==> config.mk <==
export PLATFORM = sky130hd
export DESIGN_NAME = jpeg_uart_tx
export DESIGN_NICKNAME = d
export VERILOG_FILES = /design/src/rtl/jpeg_uart_tx.sv
export SDC_FILE = /design/constraint.sdc
export NUM_CORES = 1
export LEC_CHECK = 0
export CAP_MARGIN = 15
export CORE_MARGIN = 10
export CORE_UTILIZATION = 50
export CTS_CLUSTER_SIZE = 25
export DETAILED_ROUTE_END_ITERATION = 12
export PLACE_DENSITY = 0.85
export SETUP_SLACK_MARGIN = 0.3
export SLEW_MARGIN = 20
export SYNTH_ARGS = -nofsm -noshare
export SYNTH_HDL_FRONTEND = slang
export SYNTH_SLANG_ARGS = --single-unit
export TNS_END_PERCENT = 30
==> constraint.sdc <==
create_clock -name clock -period 4.85 [get_ports clock]
set_clock_uncertainty 0.15 [all_clocks]
set_input_delay 0.97 -clock clock [delete_from_list [all_inputs] [get_ports clock]]
set_output_delay 0.97 -clock clock [all_outputs]
set_load 0.02 [all_outputs]
==> src/rtl/jpeg_uart_tx.sv <==
// Memory-mapped 8N1 UART transmitter with a small byte FIFO; the core stores
// bytes to DATA and polls STATUS or waits on irq_empty.
module jpeg_uart_tx #(
  parameter int CLK_DIV    = 16,
  parameter int FIFO_DEPTH = 8
) (
  input  logic        clock,
  input  logic        nreset,
  input  logic        bus_write,
  input  logic [2:0]  bus_addr,
  input  logic [31:0] bus_wdata,
  output logic [31:0] bus_rdata,
  output logic        txd,
  output logic        irq_empty
);
  localparam int PW = $clog2(FIFO_DEPTH);
  localparam int CW = PW + 1;
  localparam int BW = $clog2(CLK_DIV);
  localparam logic [BW-1:0] BAUD_LOAD = BW'(CLK_DIV - 1);
  localparam logic [CW-1:0] DEPTH_C   = CW'(FIFO_DEPTH);

  typedef enum logic [1:0] {IDLE, START, DATA, STOP} state_t;

  state_t        state;
  logic [BW-1:0] baud;
  logic [2:0]    bitidx;
  logic [7:0]    shift;
  logic [7:0]    mem [FIFO_DEPTH];
  logic [PW-1:0] wptr;
  logic [PW-1:0] rptr;
  logic [CW-1:0] count;
  logic          overflow;

  logic empty;
  logic full;
  logic push;
  logic pop;
  logic accept;
  logic clear_ovf;
  logic [3:0] count_sat;
  logic unused_wdata;

  assign empty     = (count == '0);
  assign full      = (count == DEPTH_C);
  assign push      = bus_write && (bus_addr == 3'd0);
  assign clear_ovf = bus_write && (bus_addr == 3'd4) && bus_wdata[3];
  // The shifter takes a byte when idle, or at the last stop-bit cycle so frames chain without a gap.
  assign pop       = !empty && ((state == IDLE) || ((state == STOP) && (baud == '0)));
  assign accept    = push && (!full || pop);

  always_ff @(posedge clock or negedge nreset) begin
    if (!nreset) begin
      wptr     <= '0;
      rptr     <= '0;
      count    <= '0;
      overflow <= 1'b0;
    end else begin
      if (accept) wptr <= wptr + 1'b1;
      if (pop)    rptr <= rptr + 1'b1;
      if (accept && !pop)      count <= count + 1'b1;
      else if (pop && !accept) count <= count - 1'b1;
      // A dropped byte wins over a clear landing in the same cycle.
      if (push && !accept)     overflow <= 1'b1;
      else if (clear_ovf)      overflow <= 1'b0;
    end
  end

  always_ff @(posedge clock) begin
    if (accept) mem[wptr] <= bus_wdata[7:0];
  end

  always_ff @(posedge clock or negedge nreset) begin
    if (!nreset) begin
      state  <= IDLE;
      baud   <= '0;
      bitidx <= '0;
      shift  <= '0;
      txd    <= 1'b1;
    end else begin
      case (state)
        IDLE: begin
          txd <= 1'b1;
          if (pop) begin
            shift <= mem[rptr];
            baud  <= BAUD_LOAD;
            state <= START;
            txd   <= 1'b0;
          end
        end
        START: begin
          if (baud == '0) begin
            baud   <= BAUD_LOAD;
            bitidx <= '0;
            state  <= DATA;
            txd    <= shift[0];
          end else begin
            baud <= baud - 1'b1;
          end
        end
        DATA: begin
          if (baud == '0) begin
            baud  <= BAUD_LOAD;
            shift <= {1'b0, shift[7:1]};
            if (bitidx == 3'd7) begin
              state <= STOP;
              txd   <= 1'b1;
            end else begin
              bitidx <= bitidx + 1'b1;
              txd    <= shift[1];
            end
          end else begin
            baud <= baud - 1'b1;
          end
        end
        STOP: begin
          if (baud == '0) begin
            if (pop) begin
              shift <= mem[rptr];
              baud  <= BAUD_LOAD;
              state <= START;
              txd   <= 1'b0;
            end else begin
              state <= IDLE;
              txd   <= 1'b1;
            end
          end else begin
            baud <= baud - 1'b1;
          end
        end
        default: begin
          state <= IDLE;
          txd   <= 1'b1;
        end
      endcase
    end
  end

  assign count_sat = (count > CW'(15)) ? 4'hF : 4'(count);

  always_comb begin
    bus_rdata = '0;
    if (bus_addr == 3'd4)
      bus_rdata = {24'd0, count_sat, overflow, (state != IDLE), empty, full};
  end

  assign irq_empty    = empty && (state == IDLE);
  assign unused_wdata = ^bus_wdata[31:8];

endmodule

### Yosys cells after proc, flatten, opt, wreduce, memory -nomap -nowiden

Memories as Yosys holds them, arrays and structs flattened.
Index checks and enable logic that the tools add are counted.

| word-level totals | value |
|---|---|
| input bits | 38 |
| memory bits (writable) | 64 |
| memories | 1 |
| logic and storage cells | 92 |
| output and inout port bits | 34 |
| register bits | 29 |

Memories:

| memory | words | width | read ports | clocked after Yosys merged registers in | wr ports | line | RTL |
|---|---|---|---|---|---|---|---|
| mem | 8 | 8 | 1 | 0 | 1 | 28 | `logic [7:0] mem [FIFO_DEPTH];` |

| operators by class | value |
|---|---|
| equality and inequality tests | 12 |
| $lt $le $gt $ge | 1 |
| mux-type cells | 33 |
| add/subtract/negate cells | 6 |
| reduce and logical (&&, ||, !) cells | 30 |

Operators by type and width:

| operator | count |
|---|---|
| 8-bit two-way mux | 4 |
| 4-bit two-way mux | 6 |
| 8-bit one-hot mux with 3 select lines | 1 |
| 4-bit one-hot mux with 3 select lines | 1 |
| 1-bit logical AND | 10 |
| 1-bit two-way mux | 10 |
| 2-bit two-way mux | 5 |
| 2-bit != test, second input constant | 5 |
| 3-bit by 1-bit adder with 3-bit output, second input constant | 3 |
| 3-bit two-way mux | 3 |
| 4-bit zero test | 2 |
| 2-bit one-hot mux with 4 select lines | 1 |
| 2-bit nonzero test | 4 |
| 4-bit by 1-bit subtractor with 4-bit output, second input constant | 2 |
| 3-bit == test, second input constant | 2 |
| 3-bit one-hot mux with 2 select lines | 1 |
| 3-bit AND reduction | 2 |
| 5-bit AND reduction | 1 |
| 4-bit by 1-bit adder with 4-bit output, second input constant | 1 |
| 2-bit == test, second input constant | 2 |
| 4-bit == test, second input constant | 1 |
| 4-bit > comparator, second input constant | 1 |
| 1-bit zero test | 4 |
| 1-bit one-hot mux with 4 select lines | 1 |
| other kinds (8) | 9 |

### Logic depth before layout (Yosys ltp)

Gate-level depths: netlist of the first run.

| logic depth | value |
|---|---|
| word-level depth | 10 |
| mapped depth | 13 |
| depth with buffers taken out | 13 |

### Worst setup path after synthesis of the first run

No wires, ideal clock.

| timing | value |
|---|---|
| path kind | input to register |
| from | in bus_addr[1] |
| to | reg count[3] |
| cell stages on the path | 10 |
| data arrival time | 2,879 ps |
| data required time | 4,620 ps |
| buffers on the path | 0 |
| setup time | 80 ps |
| path slack | 1,741 ps |
| cells stage by stage | nor4b_1 -> or2b_2 -> inv_1 -> ha_1 -> inv_1 -> ha_1 -> a21o_1 -> a21oi_1 -> mux2i_1 -> xnor2_1 |

| between the ends | value |
|---|---|
| cells in the longest elaborated chain, start to end | 6 |
| elaborated cells between the ends (all ways) | 8 |
| those cells by class | mux: 1; reduce/logical: 7 |

Ends and longest elaborated chain:

| element | line | RTL |
|---|---|---|
| start, declared | 10 | `input logic [2:0] bus_addr,` |
| 3-bit zero test * | 45 | `assign push = bus_write && (bus_addr == 3'd0);` |
| 1-bit logical AND * | 45 |  |
| 1-bit logical AND * | 49 | `assign accept = push && (!full \|\| pop);` |
| via accept | 38 | `logic accept;` |
| 1-bit zero test | 61 | `else if (pop && !accept) count <= count - 1'b1;` |
| 1-bit logical AND | 61 |  |
| 2-bit nonzero test (no line) | - |  |
| end signal, assigned | 60 | `if (accept && !pop) count <= count + 1'b1;` |
| end signal, assigned | 61 |  |
| end, declared | 31 | `logic [CW-1:0] count;` |

Mark *: on every way through the listed nets, which the timed path passes. The rest lies on a longest branch.
A chain may end at the register's enable or synchronous reset.

### Final worst setup path of the first run

| timing | value |
|---|---|
| from | in bus_addr[1] |
| to | out bus_rdata[0] |

| between the ends | value |
|---|---|
| cells in the longest elaborated chain, start to end | 2 |

Ends and longest elaborated chain:

| element | line | RTL |
|---|---|---|
| 3-bit == test | 142 | `if (bus_addr == 3'd4)` |
| 8-bit two-way mux | 142 |  |
| end, declared | 12 | `output logic [31:0] bus_rdata,` |

No other way between the ends.

==> results of run 1 <==
## cell usage after synthesis, types with 3 or more instances
cell	n	area share (%)
a21o_1	3	0.50
a21oi_1	9	1.0
a22o_1	3	0.58
and3_1	5	0.70
buf_4	24	4.0
buf_6	4	1.0
dfrtp_1	28	16
edfxtp_1	64	43
ha_1	15	4.2
inv_1	9	0.75
mux2_2	23	5.8
mux4_1	11	6.4
mux4_2	5	2.5
nand2_1	17	1.4
nand2b_1	3	0.42
nand3_1	3	0.33
nor2_1	13	1.1
nor3_1	9	1.0
o21ai_0	12	1.3
o22a_1	3	0.58
o31ai_1	3	0.50
xnor2_1	6	1.2
## layer usage
metal | wire (um) | global-route usage (%)
met1 | 3460 | 14.8
met2 | 3890 | 20.2
met3 | 442 | 3.49
met4 | 178 | 4.95
met5 | 0 | 0
## kinds of logic (layout without fill, tap and decap cells)
kind of cell,count (synthesis),after routing,synth area share (%)
XOR/XNOR,7,7,1.36
other,1,24,0.0833
AO/OA/AOI/OAI,40,40,5.81
AND/OR/NAND/NOR,63,63,7.40
flip-flops,93,93,58.9
multiplexers,41,41,15.1
adder cells (fa/ha/maj),16,16,4.61
buffers and inverters,44,55,6.76
## state kept, by name, summed over array words and instances (netlist names)
name      flops
baud          4
bitidx        3
count         4
mem          64
overflow      1
rptr          3
shift         8
state         2
txd           1
wptr          3
## worst max path at each step
stage / from / end / slack, ns / cells past startpoint
3_5_place_dp: bus_addr[2] / count[3] / 1.05 / 11
6_report: bus_addr[1] / bus_rdata[0] / 1.10 / 5
2_1_floorplan: bus_addr[1] / count[3] / 1.74 / 10
5_1_grt: bus_addr[1] / bus_rdata[0] / 0.98 / 5
4_1_cts: bus_addr[1] / bus_rdata[0] / 1.09 / 5
3_3_place_gp: bus_addr[2] / count[3] / 1.04 / 11
## critical path: cells and delay by family
kind	cells	cell delay (ns)
AND/OR/NAND/NOR	3	0.62
buffers and inverters	2	1.04
## power groups by stage
stage | clock, W | combinational, W | sequential, W
2_1_floorplan | 0 | 0.000916 | 0.00110
3_3_place_gp | 0 | 0.000948 | 0.00119
3_5_place_dp | 0 | 0.000992 | 0.00121
4_1_cts | 0.000558 | 0.00100 | 0.00119
5_1_grt | 0.000590 | 0.00111 | 0.00121
6_report | 0.000543 | 0.00100 | 0.00119
## layout make-up
cell class / count / area, um^2
clock buffers: 9 / 124
clock inverters: 7 / 88.8
fillers: 633 / 3780
inverters: 10 / 37.5
multi-input cells: 191 / 1630
flip-flops and latches: 93 / 2650
well taps: 108 / 135
repair buffers: 29 / 275
## per-stage QoR
stage,util (%),hold WS [ns],cell area (um^2),std cells
3_3_place_gp,54.2,0.323,4730,431
6_report,56.7,0.337,4940,447
4_1_cts,56.7,0.345,4940,447
5_1_grt,56.7,0.389,4940,447
2_1_floorplan,-,0.314,4590,328
3_5_place_dp,54.2,0.331,4730,431
==> results by group, run 1 <==
Outcome
  – Status: complete, no violations

STA
  – Max_slew headroom: 37.1%
  – Pins Over Slew Limit: 0
  – Least-Margin Pin Slew: 0.943 ns
  – Setup_tns: 0 ns
  – Post-route minimum period: 3.75 ns
  – Final Cycle Share: 77.3%
  – Fin. Hold Viols: 0
  – Fmax: 0.267 GHz
  – Final setup violation count: 0
  – RSZ-0062 raised after global routing: no
  – Setup WS post-layout: 1.10 ns

Die
  – I/O Pins: 72
  – Core area: 0.00872 mm^2
  – Die ar.: 0.0132 mm^2
  – DIE WIDTH: 115 um
  – Die height: 115 um
  – Initial Util: 51.6%
  – Row count: 34

Cells and area
  – Share of post-route cells with drive strength above 1: 17.1%
  – Syn-to-layout area delta: 9.84%
  – Commonest non-fill, non-tap cell in the layout: edfxtp_1
  – Most frequent cells in the layout: 64 x edfxtp_1, 28 x dfrtp_1, 24 x conb_1
  – ANT cells: 0
  – Layout Nets: 388

Power and ir drop
  – Power Total: 0.00273 W
  – Gate power share: 36.7%
  – Seq pwr share: 43.5%
  – NetSw: 0.000957 W
  – VDD IR max: 0.339 mV
  – Leak Pwr: 1.87 nW
  – P_int: 0.00178 W
  – Clk pwr share: 19.9%
  – Switching Share: 35.0%
  – Power Dens Cells: 553 mW/mm^2

Hold path
  – Hold crit path type: reg2reg
  – Hold depth: 2
  – Worst Hold Path EP: txd
  – Worst hold start: txd

Clock network
  – Worst skew pair latency: 0.36 ns
  – CTS Buffer Depth: 2
  – Root Buffer: clkbuf_8
  – CTS Sinks: 93
  – PostCTS Resize Cnt: 0
  – Reg clk slew, reported paths: 0.09 ns
  – Post-CTS Setup Repair Bufs: 0
  – CTS tree: done
  – CTS Hold Bufs: 0
  – H-tree Lvls: 3
  – CTS Buf Count: 9

Setup path
  – WS Path Type: in2out
  – Worst setup SP type: input pin
  – Worst r2r dst: count[3]
  – Max stage delay on crit path: 0.61 ns
  – Reg2reg path depth: 11
  – Worst endpoint required time: 3.73 ns
  – Setup crit end kind: output port
  – Register-to-register setup slack: 1.49 ns
  – Slowest-stage cell, CP: clkdlybuf4s50_1
  – Crit path cell chain: clkdlybuf4s50_1, nor2_1, nand2_1, nor2_1, clkdlybuf4s50_1
  – Worst Path Max Fanout: 8
  – Arr. time, crit path: 2.63 ns
  – FF-to-FF Start: count[1]

Detailed routing
  – Routed vias: 2488
  – Average wire per standard cell: 17.8 um
  – Initial DRT Pass Iterations: 4
  – DRT iter0 DRCs: 140
  – DRC viols: 0
  – Routed vias/inst: 5.57
  – Final ANT Viol Nets: 0
  – Drt total wl: 7970 um

Global route
  – Initial antenna violation count: 0
  – Largest net degree at the start of global routing: 30
  – Global-route wire length before repair: 12700 um
  – Vias in the first global route: 2411
  – Total grt overflow: 0
  – Total track usage: 12.2%

Synthesis
  – Async SR Flop Fraction: 31.2%
  – Top_reg_cell synth: edfxtp_1
  – Mapped Avg Cell Area: 14.8 um^2
  – Synthesized instance count: 305
  – FF+latch count, synth: 93
  – Sequential area share after synthesis: 58.9%
  – Ys Warns: 0
  – Post-synth EDFFs: 64
  – Synth cell types: 50
  – Post-Syn Area: 0.00450 mm^2

Placed design
  – DP HPWL: 5530 um
  – Pre-CTS setup slack: 1.05 ns
  – Number of port buffers: 23
  – Placer Congestion: 0.747

Flow run
  – Max cap viols: 0
No activity file was read; power rests on OpenSTA's default activity.
==> run 2, diff against run 1 <==
clock period = 3.5 ns   (was 4.85 ns; I/O delays follow)
==> run 2 against run 1 <==
Non-clock buffer count rose by 11. Critical path depth fell by 1. First-iteration DRC count fell by 28%. Sequential share of layout area fell by 1.0 points. Cell count rose by 2.5%. Combinational power rose by 51%. Count of clock-buffer cells in the layout rose by 1. Wire length rose by 4.5%. Critical path type is now reg2out. Highest routed layer unchanged.
==> results by group, run 2 (synthesis gave the netlist of run 1 again) <==
Detailed routing
  – Drt total wl: 8330 um
  – Routed vias: 2529
  – Final ANT Viol Nets: 0
  – Routed vias/inst: 5.52
  – DRT iter0 DRCs: 101
  – DRC viols: 0
  – Average wire per standard cell: 18.2 um
  – Initial DRT Pass Iterations: 4

Setup path
  – Setup crit end kind: output port
  – Worst Setup EP: bus_rdata[1]
  – Register-to-register setup slack: 0.46 ns
  – Worst endpoint required time: 2.65 ns
  – WS Path Type: reg2out
  – Reg2reg path depth: 11
  – FF-to-FF Start: count[0]
  – Worst setup SP type: flip-flop
  – Worst r2r dst: count[3]
  – Worst Path Max Fanout: 4
  – Origin of the worst setup path: count[0]
  – Arr. time, crit path: 2.25 ns

STA
  – Final setup violation count: 0
  – Post-route minimum period: 3.10 ns
  – Fin. Hold Viols: 0
  – RSZ-0062 raised after global routing: yes
  – Final Cycle Share: 88.7%
  – Fmax: 0.322 GHz
  – Least-Margin Pin Slew: 0.706 ns
  – Max_slew headroom: 52.9%
  – Pins Over Slew Limit: 0

Die
  – Initial Util: 51.6%
  – Die height: 115 um
  – I/O Pins: 72
  – DIE WIDTH: 115 um
  – Row count: 34
  – Die ar.: 0.0132 mm^2
  – Core area: 0.00872 mm^2

Flow run
  – Max cap viols: 0

Cells and area
  – Share of post-route cells with drive strength above 1: 22.3%
  – Final core utilization: 57.9%
  – ANT cells: 0
  – Syn-to-layout area delta: 12.1%
  – FILL cells: 641
  – Post-Layout Cell Count: 458
  – Top flop regs: mem x64, shift x8
  – Largest register FFs: 64
  – Commonest non-fill, non-tap cell in the layout: edfxtp_1
  – Biggest register: mem
  – Most frequent cells in the layout: 64 x edfxtp_1, 26 x dfrtp_1, 24 x conb_1
  – Layout Nets: 399

Clock network
  – CTS tree: done
  – CTS Sinks: 93
  – CTS Buffer Depth: 2
  – Worst skew pair latency: 0.35 ns
  – CTS Buf Count: 9
  – CTS Hold Bufs: 0
  – H-tree Lvls: 3
  – Reg clk slew, reported paths: 0.09 ns
  – Root Buffer: clkbuf_8

Power and ir drop
  – Power Dens Cells: 759 mW/mm^2
  – Power Total: 0.00383 W
  – Leak Pwr: 1.92 nW
  – VDD IR max: 0.468 mV

Global route
  – Total track usage: 13.0%
  – Global-route wire length before repair: 13500 um
  – Largest net degree at the start of global routing: 30
  – Total grt overflow: 0
  – Initial antenna violation count: 0
  – Vias in the first global route: 2591

Hold path
  – Hold crit path type: reg2reg

Outcome
  – Status: complete, no violations

Placed design
  – Placed cells: 438
  – DP HPWL: 5840 um
  – Number of port buffers: 23
  – Placer Congestion: 0.755
-- run 2: cell count changes in the layout (fill, tap and decap cells not counted), moves of 2 or more --
cell / previous run / this run
dfrtp_2: 0 / 2
clkinv_2: 0 / 2
clkinv_4: 0 / 2
dfrtp_1: 28 / 26
buf_4: 6 / 17
inv_6: 4 / 2
-- run 2: report_power, final --
group / internal, W / leakage, nW / switching, W
logic: 0.000805 / 0.898 / 0.000706
clock network: 0.000337 / 0.101 / 0.000377
registers: 0.00137 / 0.925 / 0.000238
-- run 2: repair_timing --
| item | CTS | global route |
|---|---|---|
| pin swaps | 0 | 1 |
| cloned | 0 | 0 |
| endpoints found under the setup margin | 1 | 9 |
| setup buffers | 1 | 3 |
| gates resized for setup | 6 | 7 |
| endpoints found under the hold margin | 0 | 0 |
-- run 2: worst min path at each step --
stage / start / cells past startpoint / end
2_1_floorplan: nreset / 0 / baud[0]
3_3_place_gp: txd / 2 / txd
3_5_place_dp: txd / 2 / txd
4_1_cts: txd / 2 / txd
5_1_grt: shift[3] / 1 / shift[3]
6_report: txd / 2 / txd
-- run 2: final cells by class --
cell class / instances / area (um^2) / share of cell area [%]
Multi-Input combinational cell: 191 / 1670 / 33.0
Sequential cell: 93 / 2650 / 52.5
Clock buffer: 10 / 128 / 2.53
Tap cell: 108 / 135 / 2.68
Clock inverter: 6 / 70.1 / 1.39
Timing Repair Buffer: 40 / 358 / 7.09
Inverter: 10 / 38.8 / 0.769
-- run 2: stage by stage --
step | hold slack [ns] | setup slack (ns) | setup TNS [ns] | cell area, um^2
after global routing | 0.385 | 0.251 | 0 | 5050
after floorplan | 0.254 | 0.532 | 0 | 4590
after detailed placement | 0.331 | -0.0172 | -0.0172 | 4780
after CTS | 0.344 | 0.307 | 0 | 5010
final | 0.341 | 0.396 | 0 | 5050
after global placement | 0.325 | 0.106 | 0 | 4780
-- run 2: critical path: stages (launching register included) --
cell and delay [ns]:
dfrtp_2 0.43, buf_4 0.14, or4_1 0.58, nor2_1 0.13, clkdlybuf4s50_1 0.62
-- run 2: layer usage --
metal  up-vias  track usage [%]  routed length [um]
met2        60             22.4                4370
met3         8             3.80                 523
met5         -                0                   0
met1      1272             15.4                3340
met4         0             3.80                  93
li1       1189                -                   -
